**config.mk**
```make
export PLATFORM = sky130hd
export DESIGN_NAME = karat_pipe
export DESIGN_NICKNAME = d
export VERILOG_FILES = /design/src/rtl/karat_pkg.sv /design/src/rtl/karat_pipe_reg.sv /design/src/rtl/karat_pipe.sv
export SDC_FILE = /design/constraint.sdc
export NUM_CORES = 2
export LEC_CHECK = 0
export ABC_AREA = 1
export ABC_CLOCK_PERIOD_IN_PS = 6200
export CAP_MARGIN = 30
export CORE_MARGIN = 2
export CORE_UTILIZATION = 60
export CTS_CLUSTER_DIAMETER = 100
export DETAILED_ROUTE_END_ITERATION = 6
export PLACE_DENSITY = 0.82
export SLEW_MARGIN = 10
export SYNTH_ARGS = -nofsm -noshare
export SYNTH_HDL_FRONTEND = slang
export SYNTH_SLANG_ARGS = --single-unit
```
**constraint.sdc**
```tcl
create_clock -name clk -period 6.2 [get_ports clk]
set_input_delay 0.62 -clock clk [delete_from_list [all_inputs] [get_ports clk]]
set_output_delay 0.62 -clock clk [all_outputs]
set_load 0.05 [all_outputs]
```
**src/rtl/karat_pkg.sv**
```systemverilog
// Shared width helpers and a wide reference multiply for the pipelined Karatsuba multiplier.
// No logic of its own; imported by the RTL and by the bench.
package karat_pkg;

    localparam int KREF_W = 64;

    function automatic int KH(input int w);
        return w / 2;
    endfunction

    function automatic int KSUMW(input int w);
        return w / 2 + 1;
    endfunction

    function automatic int KZ1W(input int w);
        return w + 2;
    endfunction

    // Plain schoolbook product; callers zero-extend operands and keep the low 2W bits.
    function automatic logic [2*KREF_W-1:0] karat_ref(input logic [KREF_W-1:0] a,
                                                      input logic [KREF_W-1:0] b);
        return (2*KREF_W)'(a) * (2*KREF_W)'(b);
    endfunction

endpackage

```
**src/rtl/karat_pipe_reg.sv**
```systemverilog
// Purpose: one valid/ready pipeline register slice carrying an opaque payload.
// Latency: 1 cycle from src handshake to dst_vld.
// Backpressure: src_rdy = !dst_vld || dst_rdy, so a bubble in this slice is always refilled.
module karat_pipe_reg #(
    parameter int DW = 8
) (
    input  logic          clk,
    input  logic          rst_n,
    input  logic          src_vld,
    output logic          src_rdy,
    input  logic [DW-1:0] src_dat,
    output logic          dst_vld,
    input  logic          dst_rdy,
    output logic [DW-1:0] dst_dat
);

    assign src_rdy = !dst_vld || dst_rdy;

    always_ff @(posedge clk or negedge rst_n) begin
        if (!rst_n) begin
            dst_vld <= 1'b0;
            dst_dat <= '0;
        end else if (src_rdy) begin
            dst_vld <= src_vld;
            if (src_vld) begin
                dst_dat <= src_dat;
            end
        end
    end

endmodule

```
**src/rtl/karat_pipe.sv**
```systemverilog
// Purpose: pipelined one-level Karatsuba W x W unsigned multiplier with a sideband tag.
// Latency: 3 register stages (split/sum, partial products, recombine); 1 op/cycle throughput.
// Backpressure: per-stage valid/ready, bubbles collapse; in_ready depends only on out_ready and stage valids.
module karat_pipe
    import karat_pkg::*;
#(
    parameter int W    = 32,
    parameter int TAGW = 4
) (
    input  logic              clk,
    input  logic              rst_n,
    input  logic              in_valid,
    output logic              in_ready,
    input  logic [W-1:0]      in_a,
    input  logic [W-1:0]      in_b,
    input  logic [TAGW-1:0]   in_tag,
    output logic              out_valid,
    input  logic              out_ready,
    output logic [2*W-1:0]    out_p,
    output logic [TAGW-1:0]   out_tag,
    output logic              busy
);

    localparam int H   = KH(W);
    localparam int SW  = KSUMW(W);
    localparam int Z1W = KZ1W(W);
    localparam int PW  = 2*W + 1;

    if (W % 2 != 0 || W < 4) begin : g_bad_width
        $error("karat_pipe: W must be even and at least 4");
    end

    typedef logic [2*H-1:0] zh_t;
    typedef logic [Z1W-1:0] z1_t;
    typedef logic [PW-1:0]  wide_t;

    typedef struct packed {
        logic [TAGW-1:0] tag;
        logic [H-1:0]    al;
        logic [H-1:0]    ah;
        logic [H-1:0]    bl;
        logic [H-1:0]    bh;
        logic [SW-1:0]   sa;
        logic [SW-1:0]   sb;
    } s1_t;

    typedef struct packed {
        logic [TAGW-1:0] tag;
        zh_t             z0;
        zh_t             z2;
        z1_t             z1;
    } s2_t;

    typedef struct packed {
        logic [TAGW-1:0] tag;
        logic [2*W-1:0]  p;
    } s3_t;

    s1_t   s1_d, s1_q;
    s2_t   s2_d, s2_q;
    s3_t   s3_d, s3_q;
    logic  s1_vld, s2_vld, s3_vld;
    logic  s2_rdy, s3_rdy;
    wide_t mid, sum;
    logic  p_carry;

    always_comb begin
        s1_d     = '0;
        s1_d.tag = in_tag;
        s1_d.al  = in_a[H-1:0];
        s1_d.ah  = in_a[W-1:H];
        s1_d.bl  = in_b[H-1:0];
        s1_d.bh  = in_b[W-1:H];
        s1_d.sa  = SW'(in_a[H-1:0]) + SW'(in_a[W-1:H]);
        s1_d.sb  = SW'(in_b[H-1:0]) + SW'(in_b[W-1:H]);
    end

    always_comb begin
        s2_d     = '0;
        s2_d.tag = s1_q.tag;
        s2_d.z0  = zh_t'(s1_q.al) * zh_t'(s1_q.bl);
        s2_d.z2  = zh_t'(s1_q.ah) * zh_t'(s1_q.bh);
        s2_d.z1  = z1_t'(s1_q.sa) * z1_t'(s1_q.sb);
    end

    // mid = z1 - z2 - z0 is never negative, so the wide unsigned subtract is exact.
    always_comb begin
        s3_d     = '0;
        p_carry  = 1'b0;
        mid      = wide_t'(s2_q.z1) - wide_t'(s2_q.z2) - wide_t'(s2_q.z0);
        sum      = (wide_t'(s2_q.z2) << W) + (mid << H) + wide_t'(s2_q.z0);
        s3_d.tag = s2_q.tag;
        {p_carry, s3_d.p} = sum;
    end

    karat_pipe_reg #(.DW($bits(s1_t))) u_s1 (
        .clk     (clk),
        .rst_n   (rst_n),
        .src_vld (in_valid),
        .src_rdy (in_ready),
        .src_dat (s1_d),
        .dst_vld (s1_vld),
        .dst_rdy (s2_rdy),
        .dst_dat (s1_q)
    );

    karat_pipe_reg #(.DW($bits(s2_t))) u_s2 (
        .clk     (clk),
        .rst_n   (rst_n),
        .src_vld (s1_vld),
        .src_rdy (s2_rdy),
        .src_dat (s2_d),
        .dst_vld (s2_vld),
        .dst_rdy (s3_rdy),
        .dst_dat (s2_q)
    );

    karat_pipe_reg #(.DW($bits(s3_t))) u_s3 (
        .clk     (clk),
        .rst_n   (rst_n),
        .src_vld (s2_vld),
        .src_rdy (s3_rdy),
        .src_dat (s3_d),
        .dst_vld (s3_vld),
        .dst_rdy (out_ready),
        .dst_dat (s3_q)
    );

    assign out_valid = s3_vld;
    assign out_p     = s3_q.p;
    assign out_tag   = s3_q.tag;
    assign busy      = s1_vld || s2_vld || s3_vld;

    // The recombined sum always fits in 2W bits; the dropped top bit must stay zero.
    assert property (@(posedge clk) disable iff (!rst_n) !(s2_vld && p_carry));

endmodule

```
==> results.json <==
{
  "status": "finished clean",
  "met3_usage": 0.04672,
  "timing.hold.ws_ns": 0.02151,
  "syn_to_final_growth_pct": 8.639,
  "rsz0062_at_grt": "yes",
  "clk_pin_slew_ns": 0.06,
  "dp_hpwl_um": 114400,
  "ctsHtreeMaxLevel": 2,
  "async_reset_ff_frac": 1.000,
  "syn_inst": 6206,
  "yosys-top-cells-count": "nand2_1 (1,825), inv_1 (1,305), fa_1 (617)",
  "tritoncts": "built",
  "setup_viol_count_final": 0,
  "crit_fanout": 9,
  "crit_required_ns": 6.63,
  "hp-class": "input pin to async pin",
  "antenna_found_initial": 1,
  "yosys_warnings": 0,
  "synth_ff_type": "dfrtp_1",
  "cts_buffer_depth": 3,
  "use_met2": 0.5861,
  "drc": 0,
  "cp-start-kind": "register",
  "yosysTopAreaCell": "fa_1",
  "grt_max_degree": 129,
  "track_usage": 0.3568,
  "cts_hold_buf": 0,
  "crit_arrival_ns": 6.36,
  "placementRows": 101,
  "grt_pass1_vias": 41480,
  "synth-edff-count": 0,
  "slew_viol_final": 0,
  "syn_avg_cell_area_um2": 7.417,
  "fp.dieW_um": 281.0,
  "pin_count": 143,
  "tightest_slew_ns": 0.8485,
  "drtIter0Drc": 3249,
  "gp_congestion": 1.042,
  "ys_seq_elements": 275,
  "synthesis.area_um2": 46030,
  "ant_nets": 0,
  "clkSinkCount": 275,
  "fin_tns_setup_ns": 0,
  "clock.fmax_mhz": 168.4,
  "grt_pass1_wl_um": 219000,
  "clk_latency_ns": 0.57,
  "ys_types": 65,
  "hold_viol_final": 0,
  "synth_top_cell_area_share": 0.2683,
  "cts.repair.resized": 0,
  "diodes": 0,
  "die_h_um": 281.0,
  "endpoint_kind": "register",
  "totalWireLength_um": 135700,
  "cts-buffers-inserted": 38,
  "maxCapViolCount": 0,
  "fin_nets": 7388,
  "use_met1": 0.4533,
  "vias": 40470,
  "root_buffer": "clkbuf_16",
  "overflow": 0,
  "skew_ns": 0.01646,
  "wire_per_inst_um": 18.60,
  "synth_most_common_cell": "nand2_1",
  "slew_headroom": 0.4335,
  "numPortBuffers": 142,
  "drive_above_1_share": 0.04789,
  "finalCriticalPeriod_ns": 5.937,
  "core_um2": 75950,
  "dr.pass1.iters": 6,
  "criticalPathCategory": "register to register",
  "ys_seq_area_frac": 0.1495,
  "grt_busiest_layer": "met2",
  "cts_setup_buffers": 0,
  "via_per_inst": 5.548,
  "mappedNetlistNets": 7356,
  "die_area_um2": 78950,
  "ys_top_cells_by_area": "fa_1 (27%), dfrtp_1 (15%), nand2_1 (15%)",
  "period_share": 0.9576,
  "start_util": 0.6061
}
## state kept, by name, indices dropped and copies added (netlist names)
register and flops:
u_s1.dst_dat 102, u_s2.dst_dat 102, u_s3.dst_dat 68, u_s1.dst_vld 1, u_s2.dst_vld 1, u_s3.dst_vld 1
## cells in the final DEF (no fill, tap or decap), types with 27 or more instances in the layout
| master | count |
|---|---|
| fa_1 | 617 |
| xnor2_1 | 73 |
| inv_1 | 1305 |
| dfrtp_1 | 256 |
| buf_4 | 99 |
| nor2_1 | 285 |
| nand4_1 | 39 |
| or2_2 | 28 |
| ha_1 | 461 |
| xor2_1 | 65 |
| a21o_1 | 27 |
| o21ai_1 | 35 |
| clkbuf_16 | 39 |
| o21ai_0 | 251 |
| a21oi_1 | 229 |
| nand3_1 | 161 |
| nand2_1 | 1823 |
| clkdlybuf4s50_1 | 141 |
| a31oi_1 | 33 |
| o21bai_1 | 36 |
## layer usage
| layer | up-vias | share of wire | wire, um |
|---|---|---|---|
| met1 | 19500 | 0.40 | 54210 |
| met3 | 424 | 0.071 | 9682 |
| met4 | 2 | 0.069 | 9409 |
| met5 | - | 0.000081 | 11 |
| li1 | 18850 | - | - |
| met2 | 1690 | 0.46 | 62370 |
## critical path, stage by stage, from the launching register on
cell	delay, ns
dfrtp_1	0.61
buf_4	0.26
nand2_1	0.07
inv_1	0.08
fa_1	0.43
fa_1	0.48
fa_1	0.53
fa_1	0.53
fa_1	0.53
fa_1	0.51
ha_1	0.38
nand2_1	0.12
nor2_1	0.21
nor3b_4	0.28
nand4_1	0.14
nand3_1	0.14
a21o_1	0.16
nand2_1	0.08
nand2_1	0.06
nand2_1	0.04
nand3_1	0.07
o21ai_0	0.09
## worst paths after layout
| path | start | endpoint | slack (ns) | cells after the start |
|---|---|---|---|---|
| min reg2reg | u_s3.dst_dat[56] | u_s3.dst_dat[56] | 0.48 | 2 |
| min | rst_n | u_s3.dst_vld | 0.02 | 1 |
| max | u_s1.dst_dat[60] | u_s2.dst_dat[92] | 0.26 | 21 |
| min in group clk | u_s3.dst_dat[56] | u_s3.dst_dat[56] | 0.48 | 2 |
| max reg2reg | u_s1.dst_dat[60] | u_s2.dst_dat[92] | 0.26 | 21 |
| max in group asynchronous | rst_n | u_s1.dst_dat[39] | 5.00 | 2 |
## cell type report
cell class | count | area, um2
multi-input cells | 4364 | 33280
fillers | 6533 | 25940
flip-flops and latches | 275 | 6905
inverters | 1313 | 4928
repair buffers | 246 | 2285
well taps | 1030 | 1289
clock buffers | 52 | 1095
clock inverters | 14 | 224.0
## cells by family (layout without fill, tap and decap cells)
kind of cell | count (synthesis) | count (layout) | synth area share
xor+xnor | 138 | 138 | 0.02626
buf+inv | 1567 | 1625 | 0.1285
compound gates | 699 | 699 | 0.08677
fa+ha+maj | 1078 | 1078 | 0.3937
simple gates | 2449 | 2449 | 0.2153
flops | 275 | 275 | 0.1495
## metrics by stage
stage               area (um2)    util  worst slack, ns  instances
finish                   50010  0.6584           0.2630       7294
global route             50010  0.6584        -0.004512       7294
CTS                      49890  0.6569           0.1972       7292
detailed placement       48580  0.6396           0.2075       7226
global placement         48560  0.6393           0.2768       7225
floorplan                46030       -           0.4755       6206
Power is not shown: default switching activity piles up to over one toggle a cycle in this logic, so the estimate is an artifact.
